## src/rtl/timer_bcd_countdown.sv

```systemverilog
// MM:SS BCD countdown core: preset load, start/pause/clear control, 1 s prescaler, expiry pulse.
// Latency: every control input acts on the next rising clk edge; all outputs come straight from flops.
// Backpressure: none; control pulses are sampled every cycle, and a rejected load is flagged on load_err.
module timer_bcd_countdown #(
   parameter int unsigned TICK_DIV = 100_000_000
) (
   input  logic       clk,
   input  logic       rst_n,
   input  logic       clear,
   input  logic       load,
   input  logic [3:0] load_min_D1,
   input  logic [3:0] load_min_D0,
   input  logic [3:0] load_sec_D1,
   input  logic [3:0] load_sec_D0,
   input  logic       start,
   input  logic       pause,
   output logic [3:0] min_D1,
   output logic [3:0] min_D0,
   output logic [3:0] sec_D1,
   output logic [3:0] sec_D0,
   output logic       running,
   output logic       tick,
   output logic       expired,
   output logic       load_err
);

   localparam int unsigned PW = (TICK_DIV > 1) ? $clog2(TICK_DIV) : 1;
   localparam logic [PW-1:0] PRESC_MAX = PW'(TICK_DIV - 1);

   typedef enum logic [1:0] {
      ST_IDLE  = 2'd0,
      ST_RUN   = 2'd1,
      ST_PAUSE = 2'd2,
      ST_DONE  = 2'd3
   } state_t;

   state_t        state;
   state_t        state_nxt;
   logic [PW-1:0] presc;
   logic [PW-1:0] presc_nxt;

   logic [3:0] min_d1_nxt;
   logic [3:0] min_d0_nxt;
   logic [3:0] sec_d1_nxt;
   logic [3:0] sec_d0_nxt;
   logic       tick_nxt;
   logic       expired_nxt;
   logic       load_err_nxt;

   // decremented copy of the current digits (BCD borrow chain)
   logic [3:0] dec_min_d1;
   logic [3:0] dec_min_d0;
   logic [3:0] dec_sec_d1;
   logic [3:0] dec_sec_d0;
   logic       dec_zero;

   logic load_ok;
   logic load_act;
   logic load_acc;
   logic load_rej;
   logic digits_zero;
   logic tick_now;
   logic start_ok;

   // seconds tens is capped at 5 so the preset is always a legal MM:SS value
   assign load_ok = (load_min_D1 <= 4'd9) && (load_min_D0 <= 4'd9) &&
                    (load_sec_D1 <= 4'd5) && (load_sec_D0 <= 4'd9);

   // load is swallowed silently while running; clear always takes precedence
   assign load_act = load && !clear && (state != ST_RUN);
   assign load_acc = load_act && load_ok;
   assign load_rej = load_act && !load_ok;

   assign digits_zero = (min_D1 == 4'd0) && (min_D0 == 4'd0) &&
                        (sec_D1 == 4'd0) && (sec_D0 == 4'd0);

   // terminal prescaler count in RUN: the digits step down on this edge
   assign tick_now = !clear && (state == ST_RUN) && (presc == PRESC_MAX);

   // a start from IDLE needs something to count down
   assign start_ok = !clear && !load_act && (state == ST_IDLE) && start && !digits_zero;

   assign running = (state == ST_RUN);

   // BCD borrow chain; 00:00 maps to itself so the count never wraps to 99:59
   always_comb begin
      dec_min_d1 = min_D1;
      dec_min_d0 = min_D0;
      dec_sec_d1 = sec_D1;
      dec_sec_d0 = sec_D0;
      if (!digits_zero) begin
         if (sec_D0 != 4'd0) begin
            dec_sec_d0 = sec_D0 - 4'd1;
         end else begin
            dec_sec_d0 = 4'd9;
            if (sec_D1 != 4'd0) begin
               dec_sec_d1 = sec_D1 - 4'd1;
            end else begin
               dec_sec_d1 = 4'd5;
               if (min_D0 != 4'd0) begin
                  dec_min_d0 = min_D0 - 4'd1;
               end else begin
                  dec_min_d0 = 4'd9;
                  dec_min_d1 = min_D1 - 4'd1;
               end
            end
         end
      end
   end

   assign dec_zero = (dec_min_d1 == 4'd0) && (dec_min_d0 == 4'd0) &&
                     (dec_sec_d1 == 4'd0) && (dec_sec_d0 == 4'd0);

   // state register
   always_ff @(posedge clk or negedge rst_n) begin
      if (!rst_n) begin
         state <= ST_IDLE;
      end else begin
         state <= state_nxt;
      end
   end

   // next-state: clear > load > start/pause; expiry beats a same-cycle pause
   always_comb begin
      state_nxt = state;
      if (clear) begin
         state_nxt = ST_IDLE;
      end else if (load_act) begin
         if (load_ok) begin
            state_nxt = ST_IDLE;
         end
      end else begin
         case (state)
            ST_IDLE: begin
               if (start_ok) begin
                  state_nxt = ST_RUN;
               end
            end
            ST_RUN: begin
               if (tick_now && dec_zero) begin
                  state_nxt = ST_DONE;
               end else if (pause) begin
                  state_nxt = ST_PAUSE;
               end
            end
            ST_PAUSE: begin
               if (start) begin
                  state_nxt = ST_RUN;
               end
            end
            ST_DONE: begin
               state_nxt = ST_DONE;
            end
            default: begin
               state_nxt = ST_IDLE;
            end
         endcase
      end
   end

   // output/datapath next values: digits, prescaler and the three pulses
   always_comb begin
      min_d1_nxt   = min_D1;
      min_d0_nxt   = min_D0;
      sec_d1_nxt   = sec_D1;
      sec_d0_nxt   = sec_D0;
      presc_nxt    = presc;
      tick_nxt     = 1'b0;
      expired_nxt  = 1'b0;
      load_err_nxt = 1'b0;
      if (clear) begin
         min_d1_nxt = 4'd0;
         min_d0_nxt = 4'd0;
         sec_d1_nxt = 4'd0;
         sec_d0_nxt = 4'd0;
         presc_nxt  = '0;
      end else if (load_acc) begin
         min_d1_nxt = load_min_D1;
         min_d0_nxt = load_min_D0;
         sec_d1_nxt = load_sec_D1;
         sec_d0_nxt = load_sec_D0;
         presc_nxt  = '0;
      end else if (load_rej) begin
         load_err_nxt = 1'b1;
      end else if (start_ok) begin
         presc_nxt = '0;
      end else if (state == ST_RUN) begin
         // a pause in this cycle still counts: the RUN cycle itself is timed
         if (tick_now) begin
            presc_nxt   = '0;
            min_d1_nxt  = dec_min_d1;
            min_d0_nxt  = dec_min_d0;
            sec_d1_nxt  = dec_sec_d1;
            sec_d0_nxt  = dec_sec_d0;
            tick_nxt    = 1'b1;
            expired_nxt = dec_zero;
         end else begin
            presc_nxt = presc + PW'(1);
         end
      end
   end

   // datapath and pulse registers
   always_ff @(posedge clk or negedge rst_n) begin
      if (!rst_n) begin
         min_D1   <= 4'd0;
         min_D0   <= 4'd0;
         sec_D1   <= 4'd0;
         sec_D0   <= 4'd0;
         presc    <= '0;
         tick     <= 1'b0;
         expired  <= 1'b0;
         load_err <= 1'b0;
      end else begin
         min_D1   <= min_d1_nxt;
         min_D0   <= min_d0_nxt;
         sec_D1   <= sec_d1_nxt;
         sec_D0   <= sec_d0_nxt;
         presc    <= presc_nxt;
         tick     <= tick_nxt;
         expired  <= expired_nxt;
         load_err <= load_err_nxt;
      end
   end

endmodule
```

## config.mk

```make
export PLATFORM = sky130hd
export DESIGN_NAME = timer_bcd_countdown
export DESIGN_NICKNAME = d
export VERILOG_FILES = /design/src/rtl/timer_bcd_countdown.sv
export SDC_FILE = /design/constraint.sdc
export NUM_CORES = 1
export LEC_CHECK = 0
export ABC_AREA = 0
export CORE_MARGIN = 1.5
export CORE_UTILIZATION = 45
export CTS_CLUSTER_SIZE = 10
export DETAILED_ROUTE_END_ITERATION = 8
export HOLD_SLACK_MARGIN = 0.06
export PLACE_DENSITY = 0.73
export SYNTH_ARGS = -nofsm -noshare
export SYNTH_HDL_FRONTEND = slang
export SYNTH_SLANG_ARGS = --single-unit
```

## constraint.sdc

```tcl
create_clock -name clk -period 7.4 [get_ports clk]
set_clock_uncertainty 0.05 [all_clocks]
set_input_delay 1.11 -clock clk [delete_from_list [all_inputs] [get_ports clk]]
set_output_delay 1.11 -clock clk [all_outputs]
set_load 0.01 [all_outputs]
```

==> run_results.csv <==
group,metric,value,unit
drt,vias_per_cell,6.16,
die,io_pins,42,
min_path,hold_path_class,"reg -> reg",
global_route,grt_pass1_vias,2538,
yosys,yosysSeqAreaShare,40.5,%
die,fp.coreArea,6350,sq um
sta,hold_slack,0.508,ns
final_layout,nFillCells,573,
cts,holdBufCountCts,0,
pwr,clockPowerShare,30.9,%
setup_path,timing.rr.end,"presc[4]",
sta,tightest_slew,1.09,ns
yosys,avgSynthCellArea,8.86,sq um
cts,worstSkewPairLatency,0.31,ns
yosys,synth_area,2970,sq um
yosys,synth-edff-count,0,
cts,clockBufferDepth,2,
sta,maxSlewHeadroom,27.1,%
setup_path,slowest_delay,0.83,ns
final_layout,layout_common_cells,"dfrtp_1, clkdlybuf4s50_1, nor2_1, nand2_1, nor4_1",
drt,drc_errors,0,
min_path,min_delay_path_depth,2,
yosys,synthArstFlopShare,100,%
drt,wl_per_cell,16.5,um
sta,period_share,56.7,%
sta,finalHoldViolCount,0,
drt,dr_total_vias,2721,
yosys,synth.net_count,359,
placement,placed_area,3390,sq um
global_route,grt_pass1_wl,12000,um
die,die_y,84.2,um
final_layout,final_cell_area,3470,sq um
setup_path,ff2ff_setup_slack,4.28,ns
sta,setup_viol,0,
sta,setup_tns,0,ns
status,status,"finished clean",
global_route,overflow,0,
sta,slew_violations,0,
final_layout,multi_input_area,1650,sq um
setup_path,cp_top_family,"simple AND/OR/NAND/NOR gates",
sta,rsz0062_at_grt,"false",
setup_path,crit_path_max_fanout,28,
setup_path,crit_path_top_delay_cell,"clkdlybuf4s50_1",
min_path,min_to,"presc[24]",
pwr,p_sw_share,28.0,%
yosys,ys_types,48,
setup_path,cp_common_cell,"or4_1",
pwr,combPwrFrac,15.1,%
min_path,hold_start,"presc[24]",
yosys,syn_inst,335,
cts,htreeDepth,2,
flow_run,cap_violations,0,
final_layout,diodes,0,
pwr,p_sw,0.000141,W
drt,ant_nets,0,
cts,cts_setup_buffers,0,
cts,clkTransAtPathRegs,0.09,ns
placement,portBuffers,41,
die,die_area,7090,sq um
pwr,p_per_area,145,nW/um^2
placement,gp_congestion,0.839,
pwr,power_frac_seq,54.1,%
setup_path,critPathBufInv,3,
global_route,grt_max_degree,49,
final_layout,final_nets,389,
pwr,vdd_drop_max,0.0000783,V
setup_path,critical_path.cell_chain,"clkdlybuf4s50_1, nor3b_1, nand4_1, or4_1, inv_1, or4_1, buf_4, nor2_1, a211o_1",
final_layout,regArea,1200,sq um
drt,routed_wl,7290,um
die,rows,29,
sta,fmax,238,MHz
drt,drtIter0Drc,253,
sta,period_minus_slack,4.19,ns
pwr,p_leak,1.36,nW
setup_path,reg2reg_depth,6,
final_layout,drive_gt1_share,6.30,%
yosys,synthFlopType,"dfrtp_1",
yosys,ys_ff_latch,48,
placement,place_hpwl,5160,um
cts,cts_inserted_buffers,5,
setup_path,critPathCaptureType,"flop",
cts,cts_tree,"built",
global_route,grt_use_total,20.7,%
sta,timing.final.ws_setup,3.21,ns
cts,cts_root_buf,"clkbuf_8",
setup_path,required,7.55,ns
yosys,yosys_warnings,0,
setup_path,cp.arrival,4.34,ns
setup_path,start_kind,"input port",
final_layout,syn_to_final_growth,16.8,%
final_layout,final_common_cell,"dfrtp_1",
die,fp.dieW,84.2,um
pwr,p_int,0.000362,W
global_route,antenna_found_initial,0,
die,start_util,46.7,%
cts,post_cts_resized,0,
placement,dp_worst_setup_slack,2.98,ns
setup_path,path_class,"in -> reg",
cts,cts.sinks,48,
setup_path,r2r_start,"sec_D1[0]",
drt,drtPass1Iterations,5,
-- tightest hold or removal path, stage by stage, from the launching register on --
cell     delay (ns)
dfrtp_1        0.37
xnor2_1        0.12
nor2_1         0.04
-- metrics by stage --
stage	std cells	utilization (%)	total power (W)
floorplan	335	-	0.000320
global placement	435	53.3	0.000351
detailed placement	435	53.3	0.000352
CTS	442	54.6	0.000505
global route	442	54.6	0.000524
finish	442	54.6	0.000503
-- flip-flops by register name (all words and copies together) (netlist names) --
| signal | count |
|---|---|
| sec_D0 | 4 |
| presc | 27 |
| tick | 1 |
| min_D0 | 4 |
| state | 2 |
| expired | 1 |
| sec_D1 | 4 |
| min_D1 | 4 |
| load_err | 1 |
-- cells by family (layout without fill, tap and decap cells) --
family	Yosys count	after routing	share of synthesized area [%]
adders and majority gates	2	2	0.843
muxes	7	7	2.40
DFF	48	48	40.5
xor gates and xnor gates	24	24	7.08
and+or+nand+nor	176	176	34.2
buffers and inverters	27	57	4.09
AOI/OAI and AO/OA	51	51	10.9
-- area by class of cell --
type,count,area share (%)
Clock buffer,5,1.98
Clock inverter,2,0.361
Inverter,8,0.866
Multi-Input combinational cell,260,47.5
Sequential cell,48,34.6
Tap cell,77,2.78
Timing Repair Buffer,42,11.9
-- power by group through the flow --
stage	Sequential [W]	Clock [W]	Combinational [W]
6_report	0.000272	0.000155	0.0000757
5_1_grt	0.000273	0.000169	0.0000825
4_1_cts	0.000272	0.000158	0.0000759
3_5_place_dp	0.000277	0	0.0000756
3_3_place_gp	0.000277	0	0.0000746
2_1_floorplan	0.000276	0	0.0000437
-- Yosys cell counts (2+ instances only) --
library cell | count | area, sq um
a211o_1 | 4 | 35.0
a211oi_1 | 6 | 45.0
a21o_1 | 2 | 15.0
a21oi_1 | 13 | 65.1
a311oi_1 | 2 | 17.5
and3_1 | 5 | 31.3
buf_2 | 4 | 20.0
buf_6 | 2 | 22.5
clkbuf_1 | 12 | 45.0
dfrtp_1 | 48 | 1200
ha_1 | 2 | 25.0
inv_1 | 8 | 30.0
mux2i_1 | 6 | 60.1
nand2_1 | 26 | 97.6
nand2b_1 | 4 | 25.0
nand3_1 | 12 | 60.1
nand3b_1 | 3 | 22.5
nand4_1 | 12 | 75.1
nor2_1 | 38 | 143
nor2b_1 | 3 | 18.8
nor3_1 | 14 | 70.1
nor3b_1 | 5 | 37.5
nor4_1 | 22 | 138
nor4_2 | 3 | 37.5
nor4_4 | 2 | 42.5
nor4b_1 | 2 | 17.5
o21ai_0 | 16 | 80.1
o31a_1 | 2 | 17.5
or3_1 | 11 | 68.8
or4_1 | 4 | 30.0
or4_4 | 3 | 33.8
xnor2_1 | 21 | 184
xor2_1 | 3 | 26.3
-- how the worst max path moves through the flow --
stage	from	end	cells past startpoint
6_report	clear	presc[4]	9
5_1_grt	clear	presc[4]	9
4_1_cts	clear	presc[4]	9
3_5_place_dp	clear	presc[4]	9
3_3_place_gp	clear	presc[4]	9
2_1_floorplan	clear	state[0]	7
-- routing by layer --
metal,global-route usage [%],up-vias,part of all wire (%)
met2,35.3,100,48
li1,-,1301,-
met3,4.13,12,5.2
met5,0,-,0
met1,27.0,1308,46
met4,5.51,0,1.4
No activity file was read; power rests on OpenSTA's default activity.
